File: src/rtl/clkgen_pkg.sv
// clkgen_pkg: FSM state encoding and shared constants for the clock divider.
package clkgen_pkg;
    typedef enum logic [1:0] {OFF, RUN, DRAIN} state_t;
    localparam int MIN_DIV = 2;
endpackage

File: src/rtl/clkgen_div_rst_sync.sv
// rst_sync: reset synchronizer, asynchronous assert and synchronous release after STAGES edges.
module rst_sync #(
    parameter int STAGES = 2
) (
    input  logic CLK,
    input  logic RESET,
    output logic RESETOUT
);
    logic [STAGES-1:0] q;
    always_ff @(posedge CLK or negedge RESET)
        if (!RESET) q <= '0;
        else q <= {q[STAGES-2:0], 1'b1};
    assign RESETOUT = q[STAGES-1];
endmodule

File: src/rtl/clkgen_div.sv
// clkgen_div: programmable clock divider with glitch-free ratio changes and a synchronized downstream reset.
module clkgen_div
    import clkgen_pkg::*;
#(
    parameter int WIDTH       = 8,
    parameter int SYNC_STAGES = 2
) (
    input  logic             CLK,
    input  logic             RESET,
    input  logic             EN,
    input  logic [WIDTH-1:0] DIV,
    input  logic             DIV_VALID,
    output logic             DIV_READY,
    output logic             CLKOUT,
    output logic             TICK,
    output logic             RESETOUT,
    output logic             RUNNING
);
    state_t state, state_nx;
    logic [WIDTH-1:0] cnt, cnt_nx, r, r_nx, p, p_nx, div_san;
    logic pv, pv_nx, clkout_nx, tick_nx, acc, last;

    assign DIV_READY = !pv;
    assign RUNNING   = state != OFF;
    assign acc       = DIV_VALID && !pv;
    assign div_san   = DIV < WIDTH'(MIN_DIV) ? WIDTH'(MIN_DIV) : DIV;
    assign last      = cnt == r - WIDTH'(1);

    // Ratio changes are deferred to a period boundary so no short CLKOUT pulse can appear.
    always_comb begin
        state_nx  = state;
        cnt_nx    = cnt;
        r_nx      = r;
        p_nx      = p;
        pv_nx     = pv;
        clkout_nx = 1'b0;
        tick_nx   = 1'b0;
        if (state == OFF) begin
            cnt_nx = '0;
            if (pv) begin
                r_nx  = p;
                pv_nx = 1'b0;
            end
            if (acc) r_nx = div_san;
            if (EN) begin
                state_nx  = RUN;
                clkout_nx = 1'b1;
                tick_nx   = 1'b1;
            end
        end else begin
            if (last) begin
                cnt_nx = '0;
                if (pv) begin
                    r_nx  = p;
                    pv_nx = 1'b0;
                end
                state_nx  = EN ? RUN : OFF;
                clkout_nx = EN;
                tick_nx   = EN;
            end else begin
                cnt_nx    = cnt + WIDTH'(1);
                clkout_nx = cnt_nx < (r >> 1);
                state_nx  = EN ? RUN : DRAIN;
            end
            if (acc) begin
                p_nx  = div_san;
                pv_nx = 1'b1;
            end
        end
    end

    always_ff @(posedge CLK or negedge RESET)
        if (!RESET) begin
            state  <= OFF;
            cnt    <= '0;
            r      <= WIDTH'(MIN_DIV);
            p      <= '0;
            pv     <= 1'b0;
            CLKOUT <= 1'b0;
            TICK   <= 1'b0;
        end else begin
            state  <= state_nx;
            cnt    <= cnt_nx;
            r      <= r_nx;
            p      <= p_nx;
            pv     <= pv_nx;
            CLKOUT <= clkout_nx;
            TICK   <= tick_nx;
        end

    rst_sync #(.STAGES(SYNC_STAGES)) u_rst_sync (
        .CLK      (CLK),
        .RESET    (RESET),
        .RESETOUT (RESETOUT)
    );
endmodule

File: config.mk
export PLATFORM = sky130hd
export DESIGN_NAME = clkgen_div
export DESIGN_NICKNAME = d
export VERILOG_FILES = /design/src/rtl/clkgen_pkg.sv /design/src/rtl/clkgen_div_rst_sync.sv /design/src/rtl/clkgen_div.sv
export SDC_FILE = /design/constraint.sdc
export NUM_CORES = 1
export LEC_CHECK = 0
export CORE_ASPECT_RATIO = 0.8
export CORE_MARGIN = 1.5
export CORE_UTILIZATION = 52
export DETAILED_ROUTE_END_ITERATION = 10
export PLACE_DENSITY_LB_ADDON = 0.25
export SLEW_MARGIN = 20
export SYNTH_ARGS = -nofsm -noshare
export SYNTH_HDL_FRONTEND = slang
export SYNTH_SLANG_ARGS = --single-unit
File: constraint.sdc
create_clock -name CLK -period 3.92 [get_ports CLK]
set_input_delay 0.588 -clock CLK [delete_from_list [all_inputs] [get_ports CLK]]
set_output_delay 0.588 -clock CLK [all_outputs]
set_load 0.01 [all_outputs]
* Word level (Yosys, flattened, before mapping)
Cells that the tools add are included.
Word-level totals: register bits 31, word-level logic and storage cells 42
Operators by class: add/subtract/negate cells 2, $lt $le $gt $ge 2, equality and inequality tests 2, multiplexer cells 20, bitwise gates (word level) 1, reduce and logical (&&, ||, !) cells 7
Operators with widths (number):
- two-way mux 8 bit | 7
- two-way mux 1 bit | 9
- adder 8 x 1 -> 8 bit, second input constant | 1
- == test 8 bit | 1
- < comparator 8 x 2 -> 1 bit, second input constant | 1
- < comparator 8 x 7 -> 1 bit | 1
- two-way mux 2 bit | 4
- subtractor 8 x 1 -> 8 bit, second input constant | 1
- nonzero test 2 bit | 2
- nonzero test 3 bit | 1
- zero test 2 bit | 1
- != test 2 bit, second input constant | 1
- AND reduction 2 bit | 1
- logical AND 1 bit | 1
- zero test 1 bit | 1
- inverter 1 bit | 1

* Longest topological paths before layout
Gate-level depths: netlist of run 1.
word-level depth 5, mapped depth 10

* Cells and area by module
A second synthesis of run 1 with hierarchy kept.
Second synthesis, totals: cells, all modules 171, area total of the unflattened synthesis 1760.4 µm²
Modules (own cells, without submodules):
- clkgen_div | instances 1, cells each 168, area an instance 1706.6 µm²
- rst_sync | instances 1, cells each 3, area an instance 53.8 µm²

* Least setup slack after synthesis of run 1
No wires, ideal clock.
path kind reg-to-reg, from register r[1], to register r[1], arrival 2056 ps, data required time 3839 ps, slack 1783 ps, stages on the path, launching flop included 10, clock period less this slack 2137 ps, path through dfstp_2 inv_1 ha_1 and2_1 a211o_1 a31oi_1 nor4_2 or2_2 buf_6 a211oi_2
Between the ends: longest elaborated chain between the ends 3
Ends and longest elaborated chain:
- start, declared | line clkgen_div.sv:20 | logic [WIDTH-1:0] cnt, cnt_nx, r, r_nx, p, p_nx, div_san;
- start signal, assigned | line clkgen_div.sv:76 | r <= WIDTH'(MIN_DIV);
- start signal, assigned | line clkgen_div.sv:84 | r <= r_nx;
- subtractor 8 x 1 -> 8 bit / two-way mux 8 bit (equally long branches)
- == test 8 bit, or another cell as far along | line clkgen_div.sv:27 | assign last = cnt == r - WIDTH'(1);
- nonzero test 2 bit (no line) / two-way mux 8 bit (equally long branches)
Several ways; a longest one is shown, not always the timed one. The select of a mux whose other input is x is not followed. A chain may end at the register's enable or synchronous reset.

* Worst setup path in the final report of run 1
from register r[1], to register r[3]
Between the ends: longest elaborated chain between the ends 3
Ends and longest elaborated chain (line):
- subtractor 8 x 1 -> 8 bit | clkgen_div.sv:27
- == test 8 bit | clkgen_div.sv:27
- nonzero test 2 bit (no line)
Every way passes these cells.

==> results of run 1 <==
cell type report:
| cell class | instances | share of cell area, % |
|---|---|---|
| flip-flops and latches | 31 | 34.4 |
| inverters | 12 | 1.99 |
| multi-input cells | 150 | 47.9 |
| clock inverters | 3 | 1.94 |
| repair buffers | 20 | 8.42 |
| clock buffers | 5 | 3.05 |
| well taps | 42 | 2.33 |
Yosys cell counts (all sizes together), types with 2 or more instances:
| master | count |
|---|---|
| a211oi | 8 |
| a21oi | 3 |
| a31oi | 2 |
| and3 | 7 |
| buf | 6 |
| clkbuf | 5 |
| dfrtp | 30 |
| ha | 8 |
| inv | 11 |
| mux2 | 6 |
| nand2 | 7 |
| nand2b | 4 |
| nand3 | 8 |
| nand4 | 3 |
| nor2 | 8 |
| nor3 | 13 |
| nor4 | 2 |
| o21a | 7 |
| o21ai | 9 |
| o22ai | 14 |
| or2 | 3 |
| or3 | 8 |
| xnor2 | 8 |
| xor2 | 7 |
critical path: stages (launching register included):
cell and delay, ns:
dfstp_2 0.59, inv_1 0.05, ha_1 0.24, and2_1 0.18, a211o_1 0.29, a31oi_1 0.17
nor4_2 0.07, buf_4 0.18, or2_2 0.41, a211oi_2 0.25
cells in the final DEF (no fill, tap or decap), types with 2 or more instances in the layout:
cell and count:
dfrtp_1 30, clkdlybuf4s50_1 16, o22ai_1 14, nor3_1 13, inv_1 11, nor2_1 8
xnor2_1 8, o21ai_0 8, or3_1 8, a211oi_2 8, ha_1 8, nand3_1 7
and3_1 7, nand2_1 7, xor2_1 7, o21a_1 6, mux2_2 6, clkbuf_8 5
nand2b_1 4, buf_4 4, nand4_1 3, a21oi_1 3, or2_2 2, a31oi_1 2
routing by layer:
| metal | share of wire [%] | track usage (%) |
|---|---|---|
| met5 | 0 | 0 |
| met2 | 46 | 33.5 |
| met3 | 5.2 | 6.85 |
| met4 | 1.3 | 8.63 |
| met1 | 48 | 32.5 |
path summary, 6_finish.rpt:
| path | cells past startpoint | endpoint | start | slack (ns) |
|---|---|---|---|---|
| worst min register to register | 0 | u_rst_sync.q[1] | u_rst_sync.q[0] | 0.36 |
| worst max-delay path | 9 | r[3] | r[1] | 1.38 |
| worst max register to register | 9 | r[3] | r[1] | 1.38 |
| worst min-delay path | 0 | u_rst_sync.q[1] | u_rst_sync.q[0] | 0.36 |
| max in group asynchronous | 2 | r[1] | RESET | 2.91 |
| min in group asynchronous | 2 | cnt[2] | RESET | 0.68 |
cell families (layout without fill, tap and decap cells):
logic type	count (synthesis)	count (layout)	share of synthesized area [%]
fa+ha+maj	8	8	5.03
flops	31	31	39.0
simple gates	69	69	19.7
buf+inv	23	40	6.60
mux	6	6	3.39
compound gates	51	51	19.4
other cells	1	1	0.188
xor+xnor	15	15	6.60
power groups by stage:
stage                     Clock (uW)  Combinational [uW]  Sequential [uW]
final                            314                 881              540
after global routing             339                 979              556
after CTS                        323                 884              536
after detailed placement           0                 875              542
after global placement             0                 843              534
after floorplan                    0                 754              498
flip-flops by register name (all words and copies together), names as in the netlist:
register,flops
CLKOUT,1
p,8
pv,1
r,8
u_rst_sync.q,2
cnt,8
state,2
TICK,1
stage by stage:
stage          cell area, sq um  cells  setup WS (ns)
4_1_cts                    2260    263           1.39
6_report                   2260    263           1.38
3_3_place_gp               2150    255           1.53
3_5_place_dp               2150    255           1.45
2_1_floorplan              1990    204           1.78
5_1_grt                    2260    263           1.27
==> implementation parameters, run 1 <==
Parameter                              Value

Status
  Result of the run ... finished, final reports clean

Drt
  Final routed wirelength across all metal layers ... approximately 4300 um
  Remaining antenna violation count ... 0
  Average vias per placed instance ... 6.14
  DRC viols ... 0
  Drt wl/cell ... 16.5 um
  Number of design-rule violations left by the first detailed-router iteration ... 87
  Number of detailed-routing iterations run before antenna repair ... 4
  Via total after detailed routing ... approximately 1600

STA
  Unrepaired setup endpoints after global routing ... no
  Final Max Slew Viols ... 0
  Timing-limited maximum frequency ... 394 MHz
  Clock Skews ... around 0.0047 ns
  Tightest slew margin relative to the limit ... 56.0%
  TNS Setup ... 0 ns
  Hold Fails Final Rpt ... 0
  Final hold slack ... 0.361 ns
  Pin slew with the least headroom to its limit ... 0.657 ns
  Final critical path time including I/O delays and setup ... 2.54 ns
  Final period util ... 64.7%
  Final number of setup-violating endpoints ... 0

Setup path
  Kind of launch point of the worst setup path ... flop
  Crit path arrival time ... 2.73 ns
  Worst-path maximum fanout ... 12
  Kind of capture point of the worst setup path ... flop
  Category of the critical setup timing path ... reg2reg
  Required time at the endpoint of the critical path ... slightly above 4 ns

Synthesis
  Mapped Avg Cell Area ... 9.76 sq um
  Yosys reg bits ... 31
  Total number of yosys warnings ... 0
  Fraction of synthesis flops using an asynchronous set or reset pin ... 100%
  Number of flops mapped to enable cells by yosys ... 0
  Count of distinct cell types in the synthesized netlist ... 49
  Leading cell types by total area after synthesis ... dfrtp_1 (38%), a211oi_2 (5.0%), ha_1 (5.0%), o22ai_1 (4.4%), xnor2_1 (3.5%)
  Sequential-to-total area share from yosys stat ... about two fifths
  Most area-hungry cell type in the Yosys netlist ... dfrtp_1
  Synth Instances ... ~200
  Netlist Area Pre-Place ... ~0.002 sq mm
  Proportion of netlist area held by the largest area contributor ... between 30% and 40%
  Synth Net Count ... roughly 220
  Most used flip-flop cell after synthesis ... dfrtp_1

Clocking
  Maximum buffer depth of the clock tree ... 2
  CTS H-Tree Depth ... 2
  Clock tree from TritonCTS ... done
  Worst-path clk slew ... about 0.07 ns
  Later-pin clock latency in the skew report ... 0.29 ns
  TritonCTS buffer count ... 5
  Postcts setup bufs ... 0
  Post_cts resized ... 0
  Number of clock sinks seen by CTS ... 31
  Clock root cell ... clkbuf_8
  Hold Buf Count CTS ... 0

Min path
  Min-delay worst type ... reg2reg

Layout
  Area taken by flip-flops and latches ... 777 sq um
  Footprint of the multi-input gates ... about 0.0011 sq mm
  # fillers ... 284
  Count of nets after finishing ... 240
  Antenna diode instance count ... 0
  Area growth from synthesis to final layout ... 13.5%
  Final core occ ... 63.8%
  Fraction of layout instances using a drive strength above 1 ... 14.9%

Global route
  Aggregate global routing overflow ... 0
  Wire length of the first global-routing pass ... 7190 um
  Maximum number of pins on one net before global-route repair ... 32
  Total routing resource utilization after global routing ... 22.9%
  Number of antenna violations at the first check in global routing ... 0
  Number of global-route vias before repair ... around 1500

Power and ir drop
  Internal cell power ... around 1000 uW
  Switching part of the total ... between 40% and 50%
  Leakage ... 0.000983 uW
  Peak supply drop ... 352 uV
  Total power draw ... 1740 uW
  Cell Pwr Density ... 768 mW/mm^2
  Share of total power in sequential cells ... 31.1%
  Clock network power share ... 18.1%
  Combinational cell fraction of total power ... 50.8%
  Switching power summed over all nets ... 731 uW

Die
  Die Outline Area ... roughly 0.0042 sq mm
  Vertical die dimension ... roughly 58 um
  Std cell rows ... 19
  Num ports ... 17
  Total core area ... 0.00354 sq mm
  Initial cell density of the core ... a little under three fifths
  X dimension of the die ... 72.2 um

Job
  Max-capacitance violation count ... 0

Placement
  Final HPWL DP ... 3160 um
  Final RePlAce weighted congestion ... 0.810
  Count of port buffers added during placement ... 16
Note: power is estimated with default switching activity, not from simulation.
==> run 2: changes to the inputs <==
- clock period: 3.92 -> 2.3 ns (I/O delays scaled with it)
==> implementation parameters, run 2 (synthesized netlist as in run 1, its figures left out) <==
Parameter                              Value

Global route
  Total routing resource utilization after global routing ... 23.2%
  Wire length of the first global-routing pass ... 7420 um
  Number of antenna violations at the first check in global routing ... 0
  Aggregate global routing overflow ... 0
  Maximum number of pins on one net before global-route repair ... 32
  Number of global-route vias before repair ... roughly 1600

Placement
  Placed cells ... 263
  Final RePlAce weighted congestion ... 0.899
  Pre-CTS setup slack ... 0.0652 ns
  Count of port buffers added during placement ... 16
  Final HPWL DP ... roughly 3300 um

Die
  Die Outline Area ... 0.00421 sq mm
  Vertical die dimension ... 58.3 um
  X dimension of the die ... 72.2 um
  Std cell rows ... 19
  Total core area ... 0.00354 sq mm
  Num ports ... 17
  Initial cell density of the core ... 56.2%

Clocking
  Clock root cell ... clkbuf_8
  Hold Buf Count CTS ... 0
  Clock tree from TritonCTS ... done
  Later-pin clock latency in the skew report ... roughly 0.28 ns
  TritonCTS buffer count ... 5
  Maximum buffer depth of the clock tree ... 2
  CTS H-Tree Depth ... 2
  Number of clock sinks seen by CTS ... 31
  Worst-path clk slew ... 0.07 ns

Setup path
  Critical Path Slowest Stage Cell ... dfstp_2
  Crit path arrival time ... about 2.4 ns
  Depth of the most critical reg-to-reg path ... 9
  R2R Path End ... r[3]
  Worst reg-to-reg setup slack ... roughly 0.042 ns
  Kind of launch point of the worst setup path ... flop
  Worst-path maximum fanout ... 8
  Stage delay of the slowest cell on the critical path ... 0.54 ns
  Required time at the endpoint of the critical path ... about 2.5 ns
  Dominant delay contributor by cell family on the critical path ... compound AO/OA/AOI/OAI gates
  Number of buffer and inverter stages on the critical path ... 2
  Cell-by-cell trace of the critical path ... inv_1, ha_4, and2_4, a211o_1, a31oi_1, nor4_2, buf_4, or2_4, a211oi_2
  Launch point of the critical path ... r[1]
  Critical register-to-register path startpoint ... r[1]
  Category of the critical setup timing path ... reg2reg
  Kind of capture point of the worst setup path ... flop
  Number of cells on the critical path ... 9

STA
  Worst setup slack after layout ... 0.0419 ns
  Hold Fails Final Rpt ... 0
  Clock Skews ... around 0.0032 ns
  Final number of setup-violating endpoints ... 0
  Timing-limited maximum frequency ... approximately 440 MHz
  Final critical path time including I/O delays and setup ... 2.26 ns
  Final period util ... 98.2%
  TNS Setup ... 0 ns
  Final Max Slew Viols ... 0

Layout
  Antenna diode instance count ... 0
  Most frequent cells in the layout ... dfrtp_1 (30), clkdlybuf4s50_1 (16), o22ai_1 (14), nor3_1 (13), buf_4 (13)
  Most common library cell in the layout ignoring fill and taps ... dfrtp_1
  Leading registers by flop count ... cnt: 8 flops, p: 8 flops, r: 8 flops
  Area growth from synthesis to final layout ... 18.1%
  Fraction of layout instances using a drive strength above 1 ... 19.6%
  # fillers ... 266
  Count of nets after finishing ... between 200 and 250
  Non-filler cells, final ... approximately 270

Drt
  Via total after detailed routing ... between 1500 and 2000
  Number of detailed-routing iterations run before antenna repair ... 4
  Remaining antenna violation count ... 0
  Final routed wirelength across all metal layers ... approximately 4600 um
  DRC viols ... 0
  Drt wl/cell ... 17.1 um
  Average vias per placed instance ... 6.10
  Number of design-rule violations left by the first detailed-router iteration ... 127

Power and ir drop
  Leakage ... 0.00103 uW
  Peak supply drop ... 758 uV
  Cell Pwr Density ... approximately 1300 mW/mm^2
  Total power draw ... 3140 uW

Status
  Result of the run ... finished, final reports clean

Job
  Max-capacitance violation count ... 0

Min path
  Cells on Worst Hold Path ... 0
  Startpoint of the lowest-slack hold path ... u_rst_sync.q[0]
  End of the worst hold path ... u_rst_sync.q[1]
  Min-delay worst type ... reg2reg
## run 2: timing repair
action,4_1_cts,5_1_grt
endpoints found under the setup margin,0,20
setup buffers,0,1
hold endpoints to repair,0,0
gates resized for setup,0,5
## run 2: per-stage QoR
stage | cell area, sq um | hold slack [ns] | util, %
global placement | 2210 | 0.344 | 62.3
detailed placement | 2210 | 0.337 | 62.3
global route | 2350 | 0.354 | 66.4
floorplan | 1990 | 0.0494 | -
CTS | 2320 | 0.354 | 65.5
finish | 2350 | 0.351 | 66.4
## run 2: worst max-delay path by stage
stage                 to  slack, ns
finish              r[3]       0.04
global route        r[0]     -0.005
CTS                 r[3]       0.03
detailed placement  r[5]       0.07
global placement    r[0]        0.1
floorplan           r[1]       0.16
## run 2: power by group
part	total [uW]	leakage [uW]	internal, uW	switching (uW)
Clock	534	0.0000581	322	212
Combinational	1700	0.000586	779	924
Sequential	900	0.000388	714	187
Total	3140	0.00103	1810	1320
## run 2: final cells by class
type / count / area (sq um) / share of cell area [%]
Clock inverter: 3 / 43.8 / 1.86
Inverter: 12 / 45.0 / 1.92
Timing Repair Buffer: 29 / 258 / 11.0
Clock buffer: 5 / 68.8 / 2.93
Tap cell: 42 / 52.6 / 2.24
Sequential cell: 31 / 777 / 33.0
Multi-Input combinational cell: 150 / 1110 / 47.0
## run 2: routing by layer
metal	wire length, um	global-route usage [%]
met1	2250	32.3
met2	2160	35.8
met3	227	5.99
met5	0	0
met4	16	7.82
==> run 3: changes to the inputs <==
- CORE_ASPECT_RATIO: 0.8 -> 2
- SLEW_MARGIN: 20 -> 5
==> implementation parameters, run 3 (synthesized netlist as in run 1, its figures left out) <==
Parameter                              Value

Status
  Result of the run ... finished, final reports clean

Job
  Max-capacitance violation count ... 0

Setup path
  Worst reg-to-reg setup slack ... 0.06 ns
  Worst-path maximum fanout ... 8
  Stage delay of the slowest cell on the critical path ... 0.54 ns
  Crit path arrival time ... 2.44 ns
  Kind of launch point of the worst setup path ... flop
  Critical register-to-register path startpoint ... r[1]
  Required time at the endpoint of the critical path ... about 2.5 ns
  R2R Path End ... r[7]
  Number of buffer and inverter stages on the critical path ... 2
  Depth of the most critical reg-to-reg path ... 9
  Cell-by-cell trace of the critical path ... inv_2, ha_4, and2_4, a211o_1, a31oi_2, nor4_2, buf_4, or2_4, a211oi_2
  Critical Path Slowest Stage Cell ... dfstp_2
  Dominant delay contributor by cell family on the critical path ... compound AO/OA/AOI/OAI gates
  Kind of capture point of the worst setup path ... flop
  Category of the critical setup timing path ... reg2reg

Min path
  Startpoint of the lowest-slack hold path ... u_rst_sync.q[0]
  Cells on Worst Hold Path ... 0
  End of the worst hold path ... u_rst_sync.q[1]
  Min-delay worst type ... reg2reg

STA
  Final critical path time including I/O delays and setup ... 2.24 ns
  Final Max Slew Viols ... 0
  Tightest slew margin relative to the limit ... 65.8%
  Timing-limited maximum frequency ... between 400 and 500 MHz
  Clock Skews ... roughly 0.0030 ns
  Hold Fails Final Rpt ... 0
  Unrepaired setup endpoints after global routing ... yes
  Final number of setup-violating endpoints ... 0
  Pin slew with the least headroom to its limit ... 0.509 ns
  Final period util ... 97.4%

Die
  X dimension of the die ... 46.8 um
  Num ports ... 17
  Std cell rows ... 31
  Vertical die dimension ... 90.5 um
  Die Outline Area ... 0.00423 sq mm
  Initial cell density of the core ... 54.6%
  Total core area ... 0.00365 sq mm

Clocking
  Clock tree from TritonCTS ... done
  CTS H-Tree Depth ... 2
  Maximum buffer depth of the clock tree ... 2
  Later-pin clock latency in the skew report ... 0.29 ns
  Hold Buf Count CTS ... 0
  TritonCTS buffer count ... 5
  Number of clock sinks seen by CTS ... 31
  Worst-path clk slew ... 0.07 ns
  Clock root cell ... clkbuf_8

Global route
  Number of antenna violations at the first check in global routing ... 0
  Maximum number of pins on one net before global-route repair ... 32
  Aggregate global routing overflow ... 0
  Number of global-route vias before repair ... 1758
  Wire length of the first global-routing pass ... 8120 um
  Total routing resource utilization after global routing ... 26.0%

Power and ir drop
  Cell Pwr Density ... 1300 mW/mm^2
  Internal cell power ... 1710 uW
  Switching power summed over all nets ... 1350 uW
  Leakage ... approximately 0.0010 uW
  Peak supply drop ... 850 uV
  Switching part of the total ... 44.1%
  Share of total power in sequential cells ... between 20 and 30%
  Combinational cell fraction of total power ... 56.5%
  Clock network power share ... between 10% and 20%

Drt
  Drt wl/cell ... about 17 um
  Via total after detailed routing ... 1703
  Number of detailed-routing iterations run before antenna repair ... 4
  Number of design-rule violations left by the first detailed-router iteration ... 66
  DRC viols ... 0
  Average vias per placed instance ... 6.04
  Final routed wirelength across all metal layers ... 4860 um
  Remaining antenna violation count ... 0

Layout
  Most frequent cells in the layout ... dfrtp_1 (30), clkdlybuf4s50_1 (16), buf_4 (16), o22ai_1 (14), nor3_1 (12)
  Cell area after layout ... between 0.002 and 0.0025 sq mm
  Leading registers by flop count ... cnt: 8 flops, p: 8 flops, r: 8 flops
  Antenna diode instance count ... 0
  Most common library cell in the layout ignoring fill and taps ... dfrtp_1
  Count of nets after finishing ... 252
  Fraction of layout instances using a drive strength above 1 ... 21.0%
  Area growth from synthesis to final layout ... 18.5%
  Non-filler cells, final ... 282

Placement
  Count of port buffers added during placement ... 16
  Final RePlAce weighted congestion ... 0.985
  Post-detailed-placement cell area ... 0.00223 sq mm
  Placed cells ... about 270
  Final HPWL DP ... 3530 um
[run 3: area by class of cell]
cell class                 instances  area, sq um
clock buffer                       7         76.3
clock inverter                     1         5.00
fill                             322         1290
inverter                          12         45.0
multi-input combinational        150         1110
sequential                        31          777
tap                               49         61.3
timing repair buffer              32          280
[run 3: routing by layer]
layer / part of all wire (%) / vias up / global-route usage, %
met5: 0 / - / 0
met3: 3.3 / 23 / 4.80
met2: 56 / 61 / 43.9
met1: 36 / 819 / 29.1
met4: 4.8 / 0 / 13.0
li1: - / 800 / -
[run 3: worst max-delay path by stage]
stage	start	endpoint	cells after the start
floorplan	r[1]	r[1]	9
global placement	DIV[6]	r[0]	9
detailed placement	r[1]	r[7]	9
CTS	r[1]	cnt[3]	10
global route	r[1]	r[7]	9
finish	r[1]	r[7]	9
[run 3: power by group through the flow]
stage | sequential [uW] | clock (uW) | combinational, uW
2_1_floorplan | 849 | 0 | 1280
3_3_place_gp | 888 | 0 | 1540
3_5_place_dp | 907 | 0 | 1600
4_1_cts | 895 | 430 | 1630
5_1_grt | 929 | 446 | 1900
6_report | 909 | 421 | 1730
[run 3: metrics by stage]
| step | TNS, ns | setup WS [ns] | utilization (%) | total power (uW) | hold slack [ns] |
|---|---|---|---|---|---|
| 6_report | 0 | 0.0589 | 64.7 | 3060 | 0.355 |
| 5_1_grt | -0.0211 | -0.0126 | 64.7 | 3270 | 0.366 |
| 4_1_cts | 0 | 0.0602 | 63.5 | 2950 | 0.363 |
| 3_5_place_dp | -0.118 | -0.0288 | 61.2 | 2510 | 0.347 |
| 3_3_place_gp | 0 | 0.0511 | 61.2 | 2420 | 0.340 |
| 2_1_floorplan | 0 | 0.163 | - | 2130 | 0.0494 |
[run 3: repair_timing]
action	CTS	global route
buffers inserted	0	2
endpoints found under the hold margin	0	0
endpoints found under the setup margin	8	14
pin swaps	0	5
gates resized for setup	1	8
